### src/rtl/jk_bank_controller_if.sv
// Command channel of the JK bank controller: one command per valid/ready handshake.
interface jk_bank_controller_if #(
    parameter int N     = 4,
    parameter int CNT_W = 8
) ();
    logic             cmd_valid;
    logic             cmd_ready;
    logic [2:0]       cmd_op;
    logic [N-1:0]     cmd_data;
    logic [CNT_W-1:0] cmd_len;

    modport master (
        output cmd_valid, cmd_op, cmd_data, cmd_len,
        input  cmd_ready
    );

    modport slave (
        input  cmd_valid, cmd_op, cmd_data, cmd_len,
        output cmd_ready
    );
endinterface

### src/rtl/jk_bank_controller.sv
// Sequences j/k drive for a bank of N JK flip-flops: clear/set/toggle/load in one
// cycle, or up/down counting for a programmed number of cycles using q feedback.
module jk_bank_controller #(
    parameter int N     = 4,
    parameter int CNT_W = 8
) (
    input  logic                    clk,
    input  logic                    reset,
    jk_bank_controller_if.slave     cmd,
    input  logic                    abort,
    input  logic [N-1:0]            q,
    output logic [N-1:0]            j,
    output logic [N-1:0]            k,
    output logic                    busy,
    output logic                    done,
    output logic                    err
);
    localparam logic [2:0] OP_NOP    = 3'b000;
    localparam logic [2:0] OP_CLEAR  = 3'b001;
    localparam logic [2:0] OP_SET    = 3'b010;
    localparam logic [2:0] OP_TOGGLE = 3'b011;
    localparam logic [2:0] OP_LOAD   = 3'b100;
    localparam logic [2:0] OP_UP     = 3'b101;
    localparam logic [2:0] OP_DOWN   = 3'b110;
    localparam logic [2:0] OP_ILLEGAL = 3'b111;

    typedef enum logic [1:0] {
        IDLE  = 2'd0,
        APPLY = 2'd1,
        COUNT = 2'd2
    } state_t;

    state_t           state;
    logic [CNT_W-1:0] remaining;
    logic [2:0]       op_r;
    logic [N-1:0]     data_r;
    logic [N-1:0]     up_pat;
    logic [N-1:0]     dn_pat;
    logic             up_c;
    logic             dn_c;
    logic             is_count_op;

    assign cmd.cmd_ready = (state == IDLE);
    assign busy          = (state != IDLE);
    assign is_count_op   = (cmd.cmd_op == OP_UP) || (cmd.cmd_op == OP_DOWN);

    // Captured command payload; only meaningful outside IDLE, so it needs no reset.
    always_ff @(posedge clk) begin
        if (state == IDLE && cmd.cmd_valid) begin
            op_r   <= cmd.cmd_op;
            data_r <= cmd.cmd_data;
        end
    end

    always_ff @(posedge clk or negedge reset) begin
        if (!reset) begin
            state     <= IDLE;
            remaining <= '0;
            done      <= 1'b0;
            err       <= 1'b0;
        end else begin
            done <= 1'b0;
            err  <= 1'b0;
            case (state)
                IDLE: begin
                    if (cmd.cmd_valid) begin
                        if (is_count_op && cmd.cmd_len != '0) begin
                            state     <= COUNT;
                            remaining <= cmd.cmd_len;
                        end else begin
                            state <= APPLY;
                        end
                    end
                end
                APPLY: begin
                    state <= IDLE;
                    done  <= 1'b1;
                    err   <= (op_r == OP_ILLEGAL);
                end
                COUNT: begin
                    if (abort || remaining == CNT_W'(1)) begin
                        state     <= IDLE;
                        remaining <= '0;
                        done      <= 1'b1;
                    end else begin
                        remaining <= remaining - CNT_W'(1);
                    end
                end
                default: begin
                    state     <= IDLE;
                    remaining <= '0;
                end
            endcase
        end
    end

    // Ripple-carry toggle patterns: bit i flips when all lower bits are 1 (up) or 0 (down).
    always_comb begin
        up_pat = '0;
        dn_pat = '0;
        up_c   = 1'b1;
        dn_c   = 1'b1;
        for (int i = 0; i < N; i++) begin
            up_pat[i] = up_c;
            dn_pat[i] = dn_c;
            up_c      = up_c & q[i];
            dn_c      = dn_c & ~q[i];
        end
    end

    always_comb begin
        j = '0;
        k = '0;
        case (state)
            APPLY: begin
                case (op_r)
                    OP_CLEAR:  k = '1;
                    OP_SET:    j = '1;
                    OP_TOGGLE: begin
                        j = data_r;
                        k = data_r;
                    end
                    OP_LOAD: begin
                        j = data_r;
                        k = ~data_r;
                    end
                    default: begin
                        j = '0;
                        k = '0;
                    end
                endcase
            end
            COUNT: begin
                if (!abort) begin
                    j = (op_r == OP_DOWN) ? dn_pat : up_pat;
                    k = j;
                end
            end
            default: begin
                j = '0;
                k = '0;
            end
        endcase
    end
endmodule

### src/flat_wrapper.sv
// flat-port wrapper written by rule: the top's interface ports become plain ports
module jk_bank_controller_flat 
#(
    parameter int N     = 4,
    parameter int CNT_W = 8
)
  (clk, reset, abort, q, j, k, busy, done, err, cmd_cmd_valid, cmd_cmd_op, cmd_cmd_data, cmd_cmd_len, cmd_cmd_ready);
  jk_bank_controller_if #(.N(N), .CNT_W(CNT_W)) cmd_i ();
  input  logic clk;
  input  logic reset;
  input  logic abort;
  input  logic [N-1:0] q;
  output logic [N-1:0] j;
  output logic [N-1:0] k;
  output logic busy;
  output logic done;
  output logic err;
  input wire logic [$bits(cmd_i.cmd_valid)-1:0] cmd_cmd_valid;
  input wire logic [$bits(cmd_i.cmd_op)-1:0] cmd_cmd_op;
  input wire logic [$bits(cmd_i.cmd_data)-1:0] cmd_cmd_data;
  input wire logic [$bits(cmd_i.cmd_len)-1:0] cmd_cmd_len;
  output wire logic [$bits(cmd_i.cmd_ready)-1:0] cmd_cmd_ready;
  assign cmd_i.cmd_valid = cmd_cmd_valid;
  assign cmd_i.cmd_op = cmd_cmd_op;
  assign cmd_i.cmd_data = cmd_cmd_data;
  assign cmd_i.cmd_len = cmd_cmd_len;
  assign cmd_cmd_ready = cmd_i.cmd_ready;
  jk_bank_controller #(.N(N), .CNT_W(CNT_W)) u_core (.clk(clk), .reset(reset), .cmd(cmd_i), .abort(abort), .q(q), .j(j), .k(k), .busy(busy), .done(done), .err(err));
endmodule
### config.mk
export PLATFORM = sky130hd
export DESIGN_NAME = jk_bank_controller_flat
export DESIGN_NICKNAME = d
export VERILOG_FILES = /design/src/rtl/jk_bank_controller_if.sv /design/src/rtl/jk_bank_controller.sv /design/src/flat_wrapper.sv
export SDC_FILE = /design/constraint.sdc
export NUM_CORES = 1
export LEC_CHECK = 0
export ABC_AREA = 1
export ABC_CLOCK_PERIOD_IN_PS = 2900
export BUFFER_PORTS_ARGS = -buffer_cell sky130_fd_sc_hd__buf_2
export CORE_UTILIZATION = 30
export DETAILED_ROUTE_END_ITERATION = 10
export MAX_ROUTING_LAYER = met4
export SYNTH_ARGS = -nofsm -noshare
export SYNTH_HDL_FRONTEND = slang
export SYNTH_SLANG_ARGS = --single-unit
export TNS_END_PERCENT = 5
### constraint.sdc
create_clock -name clk -period 2.9 [get_ports clk]
set_input_delay 0.29 -clock clk [delete_from_list [all_inputs] [get_ports clk]]
set_output_delay 0.29 -clock clk [all_outputs]
set_load 0.01 [all_outputs]
### After elaboration in Yosys (flattened, before gate mapping)

Index checks and enable logic that the tools add are counted.

* $add $sub $neg: 1
* multiply operators: 0
* div/mod/pow operators: 0
* magnitude comparators: 0
* equal/unequal tests: 14
* shift operators: 0
* mux-type cells: 17
* bitwise operators: 9
* reductions and logical operators: 10

Operator list (count)
* two-way mux 8 bit: 3
* case mux 4 bit (2 select lines): 3
* case mux 8 bit (3 select lines): 1
* equality test 3 bit (second input constant): 5
* case mux 4 bit (3 select lines): 1
* equality test 8 x 1 -> 1 bit (second input constant): 1
* two-way mux 4 bit: 2
* nonzero test 8 bit: 1
* subtractor 8 x 1 -> 8 bit (second input constant): 1
* equality test 3 x 2 -> 1 bit (second input constant): 2
* two-way mux 2 bit: 3
* AND 1 bit: 4
* != test 2 x 1 -> 1 bit (second input constant): 2
* NOT 1 bit: 4
* NOT 4 bit: 1
* case mux 2 bit (2 select lines): 1
* equality test 3 x 1 -> 1 bit (second input constant): 1
* AND reduction 3 bit: 1
* equality test 2 x 1 -> 1 bit (second input constant): 1
* equality test 2 bit (second input constant): 1
* logical AND 1 bit: 2
* logical NOT 2 bit: 1
* logical OR 1 bit: 2
* two-way mux 1 bit: 2
* 5 further kinds: 5

* register bits after elaboration: 19
* latch bits: 0
* memory bits (writable): 0
* memory bits (read-only): 0
* input port bits: 23
* word-level logic and storage cells: 57
* memories: 0

### Logic depth before layout (Yosys ltp)

* word-level depth: 6
* gate-level depth with buffers: 10
* gate-level depth less buffers: 9

### Worst setup path before layout

OpenSTA, ideal clock, no wires.

* path kind: register -> output
* start: reg u_core.state[0]
* end: out j[2]
* arrival time: 1.258 ns
* required time: 2.610 ns
* setup slack: 1.352 ns
* cell stages (with the launch flop): 7
* path buffers: 0
* cell sequence: dfrtp_1 > inv_1 > ha_1 > nand2_1 > inv_1 > o211ai_1 > a21oi_1

* word-level cells in the longest chain between the ends: 2
* elaborated cells between the ends (all ways): 3
* classes of those cells: eq/ne (2); mux (1)

Ends and longest elaborated chain
* start: declaration: RTL line jk_bank_controller.sv:33 `state_t state;`
* start signal: assignment: RTL line jk_bank_controller.sv:57 `state <= IDLE;`
* start signal: assignment: RTL line jk_bank_controller.sv:68 `state <= COUNT;`
* start signal: assignment: RTL line jk_bank_controller.sv:71 `state <= APPLY;`
* equality test 2 bit / equality test 2 x 1 -> 1 bit (equally long branches): RTL line jk_bank_controller.sv:114 `case (state)`
* case mux 4 bit (2 select lines) *: RTL line jk_bank_controller.sv:114
* end: declaration: RTL line flat_wrapper.sv:13 `output logic [N-1:0] j;`

Every way passes the cells marked *; elsewhere a longest branch is shown, timed or not.

### Worst setup path after layout

* start: reg u_core.state[0]
* end: out k[2]

* word-level cells in the longest chain between the ends: 2
* elaborated cells between the ends (all ways): 3
* classes of those cells: eq/ne (2); mux (1)

Ends and longest elaborated chain
* equality test 2 bit / equality test 2 x 1 -> 1 bit (equally long branches): RTL line jk_bank_controller.sv:114
* case mux 4 bit (2 select lines) *: RTL line jk_bank_controller.sv:114
* end: declaration: RTL line flat_wrapper.sv:14 `output logic [N-1:0] k;`

Marked as above.

==> impl_metrics.tcl <==
set metrics [dict create \
    syn-cell-area_mm2 0.00145 \
    synth_enable_flop_cells 7 \
    ys_types 30 \
    drt_wl_total_um 3310 \
    drc 0 \
    crit_family "buffers and inverters" \
    rr_endpoint "u_core.data_r[3]$_DFFE_PP_" \
    path_buf_inv 3 \
    relSlewSlack_pct 61.1 \
    whs_endpoint "u_core.data_r[2]$_DFFE_PP_" \
    crit_type "reg2out" \
    die-area_mm2 0.00510 \
    p_int_mw 0.721 \
    critPathSlowestCell "dfrtp_1" \
    arrival_ns 1.73 \
    clock.fmax_ghz 0.496 \
    max_stage_delay_ns 0.41 \
    fin_crit_sh_pct 69.5 \
    critPathLaunchType "flip-flop" \
    worst_pin_slew_ns 0.584 \
    synthArstFlopShare_pct 63.2 \
    wire_per_inst_um 11.4 \
    hold_violations 0 \
    setup_viol 0 \
    hpwl_um 2610 \
    place_inst 285 \
    die_x_um 71.4 \
    ys_ff_latch 19 \
    r2r-start "u_core.state[0]$_DFFE_PN0P_" \
    total_leakage_power_nw 0.883 \
    ff2ff_setup_slack_ns 1.12 \
    clkLatencyLatePin_ns 0.26 \
    status "finished clean" \
    fillers 471 \
    globalplace.congestion 0.846 \
    syn_to_final_growth_pct 18.7 \
    layoutNonFillerInstCount 290 \
    ioPinCount 35 \
    root_buffer "clkbuf_8" \
    cts_max_path_buffers 2 \
    crit_chain "inv_1, ha_1, nand2_1, inv_1, o211ai_1, a21oi_1, buf_2" \
    p_clk_share_pct 13.5 \
    synth_cells 202 \
    holdPathStages 1 \
    power_frac_seq_pct 31.5 \
    cap_violations 0 \
    critPathMostFrequentCell "inv_1" \
    grt_max_degree 13 \
    slew_violations 0 \
    antenna_found_initial 0 \
    design_area_mm2 0.00172 \
    peakVddDrop_v 0.000312 \
    ys_warn_count 0 \
    n_antenna_cell 0 \
    syn_avg_cell_area_um2 7.16 \
    cts_tree "done" \
    endpoint_kind "output port" \
    path_clk_slew_ns 0.07 \
    syn_nets 230 \
    ant_nets 0 \
    core-area_mm2 0.00450 \
    skew_ns 0.00709 \
    grt_pass1_vias 1238 \
    worstHoldStart "cmd_cmd_data[2]" \
    path_max_fanout 4 \
    combPwrFrac_pct 54.9 \
    ctsResizeCount 0 \
    dominantRegCellSynth "dfrtp_1" \
    drtPass1Iterations 4 \
    ctsHtreeMaxLevel 1 \
    postPlaceCellArea_mm2 0.00166 \
    vias 1341 \
    viasPerCell 4.62 \
    drive_gt1_share_pct 24.8 \
    post-route-min-period_ns 2.02 \
    setup_tns_ns 0 \
    drtIter0Drc 51 \
    num_rows 24 \
    gr-total-overflow 0 \
    swShare_pct 48.4 \
    grt_pass1_wl_um 5540 \
    die_h_um 71.4 \
    numCtsBuffers 3 \
    powerDensity_mw_per_mm2 814 \
    rsz0062_at_grt "false" \
    nets 267 \
    initial_core_util_pct 32.1 \
    ys_seq_area_share_pct 35.3 \
    cts_sinks 19 \
    p_sw_mw 0.676 \
    cp.required_ns 2.61 \
    port_buffers 33 \
    final_core_util_pct 38.1 \
    rr_worst_depth 4 \
    worstHoldPathType "in2reg" \
    grt_use_total_pct 14.5 \
]
[cells in the mapped netlist, types with 2 or more instances]
library cell / count / area [µm²]
nand4_1: 2 / 12.5
o21ai_1: 4 / 20.0
ha_1: 5 / 62.6
edfxtp_1: 7 / 210
o21ai_2: 2 / 17.5
nor2_8: 2 / 40.0
o21ai_0: 9 / 45.0
o21bai_1: 2 / 15.0
o211ai_1: 2 / 15.0
inv_1: 21 / 78.8
nand3_1: 7 / 35.0
dfrtp_1: 12 / 300
nor2_4: 4 / 45.0
nand2_1: 75 / 282
nor2_2: 2 / 12.5
nor2_1: 19 / 71.3
nand2_2: 4 / 25.0
nand3_2: 3 / 30.0
a21oi_1: 9 / 45.0
[stage by stage]
step	setup WS (ns)	hold slack [ns]	power, mW
global placement	1.13	0.194	1.20
finish	0.883	0.209	1.40
CTS	0.887	0.206	1.40
global route	0.749	0.206	1.53
detailed placement	1.13	0.194	1.21
floorplan	1.35	-0.00559	1.03
[cells in the final DEF, fill, tap and decap left out, drive strengths merged, types with 4 or more instances in the layout]
master  instances
a21oi          11
buf            33
clkbuf          4
dfrtp          12
edfxtp          7
ha              5
inv            23
nand2          80
nand3          10
nor2           27
o21ai          15
[routing by layer]
metal	track usage (%)	wire [µm]
met1	19.5	1700
met4	6.00	46
met2	21.9	1460
met5	-	0
met3	1.83	98
[what timing repair did]
action | 4_1_cts | 5_1_grt
hold buffers | 1 | 0
setup buffers | 0 | 0
setup endpoints to repair | 0 | 0
endpoints found under the hold margin | 12 | 0
[layout make-up]
| class | instances | area (µm²) | share of cell area, % |
|---|---|---|---|
| multi-input combinational | 157 | 828 | 48.3 |
| sequential | 19 | 510 | 29.7 |
| timing repair buffer | 34 | 175 | 10.2 |
| inverter | 24 | 92.6 | 5.39 |
| tap | 52 | 65.1 | 3.79 |
| clock buffer | 4 | 45.0 | 2.62 |
[worst reg2reg max path, cell delays in order, from the launching register on]
cell	delay, ns
dfrtp_1	0.41
inv_1	0.10
ha_1	0.53
nand2_1	0.16
inv_1	0.26
[worst max-delay path by stage]
stage | end | startpoint | depth (start not counted) | slack, ns
final | k[2] | u_core.state[0]$_DFFE_PN0P_ | 7 | 0.88
after global placement | u_core.data_r[2]$_DFFE_PP_ | u_core.state[0]$_DFFE_PN0P_ | 4 | 1.13
after detailed placement | u_core.data_r[1]$_DFFE_PP_ | u_core.state[0]$_DFFE_PN0P_ | 4 | 1.13
after CTS | j[2] | u_core.state[0]$_DFFE_PN0P_ | 7 | 0.89
after global routing | k[2] | u_core.state[0]$_DFFE_PN0P_ | 7 | 0.75
after floorplan | j[2] | u_core.state[0]$_DFFE_PN0P_ | 6 | 1.35
[registers in the layout (all words and copies together) (netlist names)]
signal and count:
u_core.state 2, u_core.done 1, u_core.data_r 4, u_core.err 1, u_core.remaining 8, u_core.op_r 3
[kinds of logic (layout without fill, tap and decap cells)]
group	Yosys count	in the layout	share of synthesized area (%)
simple gates	122	122	40.3
flops	19	19	35.3
fa+ha+maj	5	5	4.33
buf+inv	26	62	7.44
compound gates	30	30	12.6
[power by group through the flow]
stage               combinational, mW  clock (mW)  sequential, mW
floorplan                       0.600           0           0.429
detailed placement              0.767           0           0.444
finish                          0.767       0.189           0.440
CTS                             0.773       0.192           0.438
global route                    0.875       0.204           0.452
global placement                0.756           0           0.443
Note: power is estimated with default switching activity, not from simulation.
